<file path="src/rtl/branch_predict_scheduler_pkg.sv">
// Shared definitions for the hybrid branch-predictor scheduler: chooser
// counter encodings, scheduler FSM states and queue entry layout.
package branch_predict_scheduler_pkg;

    // Chooser counter: values 0/1 trust the local predictor, 2/3 the global one.
    localparam logic [1:0] STRONG_LOCAL  = 2'b00;
    localparam logic [1:0] WEAK_LOCAL    = 2'b01;
    localparam logic [1:0] WEAK_GLOBAL   = 2'b10;
    localparam logic [1:0] STRONG_GLOBAL = 2'b11;
    localparam logic [1:0] CHOOSER_RESET = WEAK_GLOBAL;

    typedef enum logic [1:0] {
        IDLE  = 2'd0,
        REQ   = 2'd1,
        TRAIN = 2'd2
    } sched_state_t;

    // Queue entry is {addr, global_taken, local_taken, chosen}; these are the
    // positions of the three flag bits below the address.
    localparam int FLAG_W      = 3;
    localparam int FLAG_GLOBAL = 2;
    localparam int FLAG_LOCAL  = 1;
    localparam int FLAG_CHOSEN = 0;

    // Move the chooser towards whichever predictor alone was right; when both
    // or neither were right the chooser learns nothing.
    function automatic logic [1:0] chooser_next(input logic [1:0] cur,
                                                input logic       global_ok,
                                                input logic       local_ok);
        logic [1:0] nxt;
        nxt = cur;
        if (global_ok && !local_ok && cur != STRONG_GLOBAL) begin
            nxt = cur + 2'd1;
        end else if (local_ok && !global_ok && cur != STRONG_LOCAL) begin
            nxt = cur - 2'd1;
        end
        return nxt;
    endfunction

endpackage

</file>
<file path="src/rtl/branch_predict_scheduler_queue.sv">
// In-order FIFO of in-flight branches. Flush empties it on the next edge and
// wins over push and pop; the head is still readable in a flushing cycle so
// a simultaneous pop sees the oldest entry.
module branch_queue
    import branch_predict_scheduler_pkg::*;
#(
    parameter int DEPTH = 8,
    parameter int W     = 32 + FLAG_W
) (
    input  logic                       clk,
    input  logic                       rst,
    input  logic                       push,
    input  logic                       pop,
    input  logic                       flush,
    input  logic [W-1:0]               wdata,
    output logic [W-1:0]               rdata,
    output logic                       full,
    output logic                       empty,
    output logic [$clog2(DEPTH):0]     count
);

    localparam int AW = $clog2(DEPTH);
    localparam int CW = AW + 1;

    logic [W-1:0]  mem [DEPTH];
    logic [AW-1:0] wr_ptr;
    logic [AW-1:0] rd_ptr;
    logic [CW-1:0] cnt;

    // Pointers wrap naturally because DEPTH is a power of two.
    always_ff @(posedge clk or posedge rst) begin
        if (rst) begin
            wr_ptr <= '0;
            rd_ptr <= '0;
            cnt    <= '0;
        end else if (flush) begin
            wr_ptr <= '0;
            rd_ptr <= '0;
            cnt    <= '0;
        end else begin
            if (push) wr_ptr <= wr_ptr + AW'(1);
            if (pop)  rd_ptr <= rd_ptr + AW'(1);
            case ({push, pop})
                2'b10:   cnt <= cnt + CW'(1);
                2'b01:   cnt <= cnt - CW'(1);
                default: cnt <= cnt;
            endcase
        end
    end

    // Storage needs no reset; only slots behind the write pointer are read.
    always_ff @(posedge clk) begin
        if (push && !flush) mem[wr_ptr] <= wdata;
    end

    assign rdata = mem[rd_ptr];
    assign full  = (cnt == CW'(DEPTH));
    assign empty = (cnt == '0);
    assign count = cnt;

endmodule

</file>
<file path="src/rtl/branch_predict_scheduler.sv">
// Hybrid predictor controller: picks global or local prediction through a
// per-PC chooser table, queues in-flight branches, and on each resolution
// issues one update to the predictors and then trains the chooser.
//
// Handshakes: a transfer happens on a rising edge where valid and ready are
// both 1. Pred_ready and Resolve_ready never depend on their own valid; the
// Upd_valid/Upd_addr/Upd_taken bundle is held stable until Upd_ready is seen.
module branch_predict_scheduler
    import branch_predict_scheduler_pkg::*;
#(
    parameter int QUEUE_DEPTH  = 8,
    parameter int CHOOSER_BITS = 8,
    parameter int ADDR_W       = 32
) (
    input  logic                           CLK,
    input  logic                           RESET,
    input  logic                           Pred_valid,
    input  logic [ADDR_W-1:0]              Pred_addr,
    input  logic                           Global_taken,
    input  logic                           Local_taken,
    output logic                           Taken,
    output logic                           Pred_ready,
    input  logic                           Resolve_valid,
    input  logic                           Resolve_taken,
    output logic                           Resolve_ready,
    input  logic                           Flush,
    output logic                           Upd_valid,
    input  logic                           Upd_ready,
    output logic [ADDR_W-1:0]              Upd_addr,
    output logic                           Upd_taken,
    output logic                           Mispredict,
    output logic [1:0]                     dbg_state,
    output logic [$clog2(QUEUE_DEPTH):0]   dbg_count
);

    localparam int ENTRY_W = ADDR_W + FLAG_W;
    localparam int CH_N    = 1 << CHOOSER_BITS;

    sched_state_t              state_q;
    sched_state_t              state_d;
    logic [1:0]                chooser_q [CH_N];
    logic [CHOOSER_BITS-1:0]   pred_idx;
    logic [CHOOSER_BITS-1:0]   upd_idx;
    logic                      q_full;
    logic                      q_empty;
    logic                      push;
    logic                      accept;
    logic [ENTRY_W-1:0]        push_entry;
    logic [ENTRY_W-1:0]        head_entry;
    logic                      upd_global_ok;
    logic                      upd_local_ok;

    assign pred_idx   = Pred_addr[CHOOSER_BITS+1:2];
    assign upd_idx    = Upd_addr[CHOOSER_BITS+1:2];

    // Chooser read has no bypass from a same-cycle TRAIN write.
    assign Taken      = Pred_valid && !q_full &&
                        (chooser_q[pred_idx][1] ? Global_taken : Local_taken);
    assign Pred_ready = !q_full;
    assign push       = Pred_valid && Pred_ready && !Flush;
    assign push_entry = {Pred_addr, Global_taken, Local_taken, Taken};

    assign Resolve_ready = (state_q == IDLE) && !q_empty;
    assign accept        = Resolve_valid && Resolve_ready;
    assign dbg_state     = state_q;

    branch_queue #(
        .DEPTH (QUEUE_DEPTH),
        .W     (ENTRY_W)
    ) u_queue (
        .clk   (CLK),
        .rst   (RESET),
        .push  (push),
        .pop   (accept),
        .flush (Flush),
        .wdata (push_entry),
        .rdata (head_entry),
        .full  (q_full),
        .empty (q_empty),
        .count (dbg_count)
    );

    // Scheduler state register.
    always_ff @(posedge CLK or posedge RESET) begin
        if (RESET) state_q <= IDLE;
        else       state_q <= state_d;
    end

    // Next state and the update request strobe.
    always_comb begin
        state_d   = state_q;
        Upd_valid = 1'b0;
        case (state_q)
            IDLE: begin
                if (accept) state_d = REQ;
            end
            REQ: begin
                Upd_valid = 1'b1;
                if (Upd_ready) state_d = TRAIN;
            end
            TRAIN: begin
                state_d = IDLE;
            end
            default: begin
                state_d = IDLE;
            end
        endcase
    end

    // Capture the popped head and actual outcome; Mispredict is a one-cycle pulse.
    always_ff @(posedge CLK or posedge RESET) begin
        if (RESET) begin
            Upd_addr      <= '0;
            Upd_taken     <= 1'b0;
            upd_global_ok <= 1'b0;
            upd_local_ok  <= 1'b0;
            Mispredict    <= 1'b0;
        end else begin
            Mispredict <= 1'b0;
            if (accept) begin
                Upd_addr      <= head_entry[ENTRY_W-1:FLAG_W];
                Upd_taken     <= Resolve_taken;
                upd_global_ok <= (head_entry[FLAG_GLOBAL] == Resolve_taken);
                upd_local_ok  <= (head_entry[FLAG_LOCAL] == Resolve_taken);
                Mispredict    <= (head_entry[FLAG_CHOSEN] != Resolve_taken);
            end
        end
    end

    // Chooser table: reset to weakly-global, trained once per update in TRAIN.
    always_ff @(posedge CLK or posedge RESET) begin
        if (RESET) begin
            for (int i = 0; i < CH_N; i++) chooser_q[i] <= CHOOSER_RESET;
        end else if (state_q == TRAIN) begin
            chooser_q[upd_idx] <= chooser_next(chooser_q[upd_idx], upd_global_ok, upd_local_ok);
        end
    end

endmodule

</file>
<file path="config.mk">
export PLATFORM = sky130hd
export DESIGN_NAME = branch_predict_scheduler
export DESIGN_NICKNAME = d
export VERILOG_FILES = /design/src/rtl/branch_predict_scheduler_pkg.sv /design/src/rtl/branch_predict_scheduler_queue.sv /design/src/rtl/branch_predict_scheduler.sv
export SDC_FILE = /design/constraint.sdc
export NUM_CORES = 2
export LEC_CHECK = 0
export BUFFER_PORTS_ARGS = -buffer_cell sky130_fd_sc_hd__buf_2
export CAP_MARGIN = 40
export CORE_MARGIN = 8
export CORE_UTILIZATION = 57
export DETAILED_ROUTE_END_ITERATION = 16
export PLACE_DENSITY_LB_ADDON = 0.08
export SYNTH_ARGS = -nofsm -noshare
export SYNTH_HDL_FRONTEND = slang
export SYNTH_HIERARCHICAL = 1
export SYNTH_SLANG_ARGS = --single-unit
</file>
<file path="constraint.sdc">
create_clock -name CLK -period 16.15 [get_ports CLK]
set_input_delay 0.8075 -clock CLK [delete_from_list [all_inputs] [get_ports CLK]]
set_output_delay 0.8075 -clock CLK [all_outputs]
set_load 0.1 [all_outputs]
</file>
==> flow_metrics.env <==
export IMPL_yosysSeqAreaShare_pct=57.99
export IMPL_syn_area_per_cell_um2=13.83
export IMPL_finalWorstSetupSlack_ns=9.055
export IMPL_synth_seq_cells=840
export IMPL_core_region_area_um2=68350
export IMPL_first_pass_iters=6
export IMPL_max_slew_worst_pin_slew_ns=1.020
export IMPL_area_delta_synth_final_pct=11.80
export IMPL_yosys_area_top_type="edfxtp_1"
export IMPL_hold_class="in -> async"
export IMPL_synth_edf_count=280
export IMPL_grt_pass1_vias=25510
export IMPL_place_congestion=0.9243
export IMPL_cts_root_buffer_cell="clkbuf_16"
export IMPL_cts_made_buffers=87
export IMPL_grt_max_degree=186
export IMPL_layout_cells_non_filler=3857
export IMPL_clock_path_buffers=3
export IMPL_slowest_stage="dfrtp_4"
export IMPL_hold_slack_ns=0.1974
export IMPL_crit_fanout=88
export IMPL_power_switching_mw=2.742
export IMPL_gr_total_overflow=0
export IMPL_endpoint_kind="flip-flop"
export IMPL_wl_per_cell_um=27.60
export IMPL_post_cts_resized=0
export IMPL_layout_min_cycle_time_ns=7.095
export IMPL_yosysWarnings=6
export IMPL_p_int_mw=4.167
export IMPL_chipHeight_um=278.3
export IMPL_setup_viol=0
export IMPL_clkPwrFrac_pct=29.1
export IMPL_netSwitchingFraction_pct=39.69
export IMPL_fmax_ghz=0.1409
export IMPL_cp_required_ns=16.72
export IMPL_final_nets=2947
export IMPL_synth_cell_types=56
export IMPL_status="finished, final reports clean"
export IMPL_n_fill_cell=5004
export IMPL_cts_max_level=3
export IMPL_critical_path_top_delay_family="buffers and inverters"
export IMPL_finalCritPeriodShare_pct=43.93
export IMPL_drt_iter0_markers=2257
export IMPL_relSlewSlack_pct=32.03
export IMPL_clkTransAtPathRegs_ns=0.07
export IMPL_dpl_hpwl_um=67160
export IMPL_cp_depth=16
export IMPL_ir_worst_vdd_mv=0.3524
export IMPL_final_util_pct=64.15
export IMPL_grt_pass1_wl_um=162900
export IMPL_path_buf_inv=5
export IMPL_syn_num_nets=2882
export IMPL_fp_row_count=96
export IMPL_clock_skew_ns=0.02000
export IMPL_initial_core_util_pct=57.38
export IMPL_via_per_inst=6.441
export IMPL_synth_async_reset_ratio_pct=66.67
export IMPL_final_setup_tns_ns=0
export IMPL_layout_common_cells="560 x nand2_1, 297 x dfrtp_1, 280 x edfxtp_1"
export IMPL_syn_inst=2835
export IMPL_start_kind="flip-flop"
export IMPL_drv_slew=0
export IMPL_hold_viol=0
export IMPL_crit_chain="buf_4 > mux4_2 > mux4_2 > a221o_1 > and3_1 > nor4_4 > inv_1 > ha_1 > nand2b_1 > nor2_1 > nand2_1 > a32oi_4 > buf_4 > buf_4 > buf_16 > mux2_2"
export IMPL_die_area_um2=77450
export IMPL_synth_flop_cell="dfrtp_1"
export IMPL_antenna_found_initial=2
export IMPL_cts_tree="yes"
export IMPL_groute_usage_overall_pct=27.58
export IMPL_drc=0
export IMPL_dieWidth_um=278.3
export IMPL_num_vias=24840
export IMPL_synth_area_leaders="edfxtp_1 21%, dfrtp_1 19%, dfstp_2 17%"
export IMPL_drive_above_1_share_pct=36.40
export IMPL_pwr_share_comb_pct=34.2
export IMPL_antenna_cells=0
export IMPL_crit_top_cell="buf_4"
export IMPL_routed_wl_um=106500
export IMPL_clk_latency_ns=0.63
export IMPL_clkSinkCount=840
export IMPL_dp_slack_ns=9.197
export IMPL_final_common_cell="nand2_1"
export IMPL_ios=85
export IMPL_sequentialPowerShare_pct=36.7
export IMPL_finalInstanceArea_um2=43850
export IMPL_rsz0062_at_grt="no"
export IMPL_netlist_area_um2=39220
export IMPL_io_buffers=84
export IMPL_maxCapViolCount=0
export IMPL_worstSetupPathType="reg -> reg"
export IMPL_synth_top_area_share_pct=21.44
export IMPL_critPathMaxStageDelay_ns=0.87
export IMPL_placedCellCount=3693
export IMPL_ant_nets=0
export IMPL_power_density_nw_per_um2=157.6
export IMPL_leakage_nw=16.86
export IMPL_postCtsSetupBuffers=0
export IMPL_post_dp_cell_area_um2=40960
export IMPL_worst_r2r_path_depth=16
export IMPL_arrival_ns=7.67
export IMPL_finalPower_mw=6.909
export IMPL_hold_buffers=0
==> layout make-up <==
class	count	area [um^2]	area share (%)
Multi-Input combinational cell	1798	15730	35.87
Clock buffer	123	2494	5.687
Inverter	9	41.29	0.09417
Tap cell	882	1104	2.517
Sequential cell	840	22760	51.91
Clock inverter	41	392.9	0.8960
Timing Repair Buffer	164	1325	3.022
==> cell usage after synthesis, types with 6 or more instances <==
| cell type | count |
|---|---|
| nand2_1 | 561 |
| dfrtp_1 | 304 |
| edfxtp_1 | 280 |
| mux2_2 | 272 |
| dfstp_2 | 256 |
| o21ai_0 | 231 |
| mux4_2 | 203 |
| nor2_1 | 154 |
| clkbuf_1 | 112 |
| mux4_1 | 70 |
| mux2i_1 | 61 |
| a21oi_1 | 49 |
| buf_2 | 46 |
| a31oi_1 | 25 |
| nor2b_1 | 22 |
| a22oi_1 | 21 |
| nor3_1 | 19 |
| nand2b_1 | 14 |
| buf_6 | 12 |
| nand3_1 | 11 |
| buf_4 | 10 |
| a211oi_1 | 9 |
| buf_1 | 8 |
| inv_1 | 8 |
| nand4_1 | 8 |
| a221oi_1 | 7 |
| and2_1 | 6 |
| ha_1 | 6 |
| xor2_1 | 6 |
==> power groups by stage <==
stage               Sequential, mW  Combinational [mW]  Clock (mW)
floorplan                     2.78                1.45           0
global placement              2.56                2.25           0
detailed placement            2.57                2.35           0
CTS                           2.53                2.35        2.05
global route                  2.55                2.49        2.14
finish                        2.54                2.36        2.01
==> sequential cells by signal, summed over array words and instances (netlist names) <==
register,flops
upd_global_ok,1
Upd_addr,32
u_queue/mem,280
upd_local_ok,1
Mispredict,1
chooser_q,512
dbg_state,2
u_queue/rd_ptr,3
u_queue/count,4
Upd_taken,1
u_queue/wr_ptr,3
==> per-layer routing <==
| layer | vias to the layer above | routed length (um) | GRT usage [%] |
|---|---|---|---|
| li1 | 10720 | - | - |
| met1 | 12840 | 42930 | 37.71 |
| met2 | 1011 | 50600 | 43.94 |
| met3 | 273 | 7803 | 4.422 |
| met4 | 0 | 5127 | 12.18 |
| met5 | - | 0 | 0 |
==> worst paths after layout <==
check                                         start                       endpoint  slack [ns]
max                         Upd_addr[2]$_DFFE_PP0P_     chooser_q[495]$_DFFE_PP1P_        9.05
min                                           RESET  u_queue/wr_ptr[2]$_DFFE_PP0P_        0.20
max reg2reg                 Upd_addr[2]$_DFFE_PP0P_     chooser_q[495]$_DFFE_PP1P_        9.05
min reg2reg                Upd_addr[30]$_DFFE_PP0P_       Upd_addr[30]$_DFFE_PP0P_        0.47
max in group asynchronous                     RESET        Upd_addr[2]$_DFFE_PP0P_       13.54
min in group CLK                          Upd_ready       dbg_state[0]$_DFFE_PP0P_        0.42
==> worst register-to-register path, stage by stage (launching register included) <==
cell and delay [ns]:
dfrtp_4 0.87, buf_4 0.69, mux4_2 0.66, mux4_2 0.52
a221o_1 0.35, and3_1 0.26, nor4_4 0.27, inv_1 0.09
ha_1 0.21, nand2b_1 0.17, nor2_1 0.28, nand2_1 0.60
a32oi_4 0.45, buf_4 0.68, buf_4 0.32, buf_16 0.28
mux2_2 0.34
==> logic make-up after synthesis <==
group	Yosys count	synth area share [%]
flip-flops	840	57.99
adder cells (fa/ha/maj)	6	0.1914
XOR/XNOR	10	0.2233
buffers and inverters	197	2.358
multiplexers	606	25.71
AND/OR/NAND/NOR	815	8.426
AO/OA/AOI/OAI	361	5.101
Note: power is estimated with default switching activity, not from simulation.
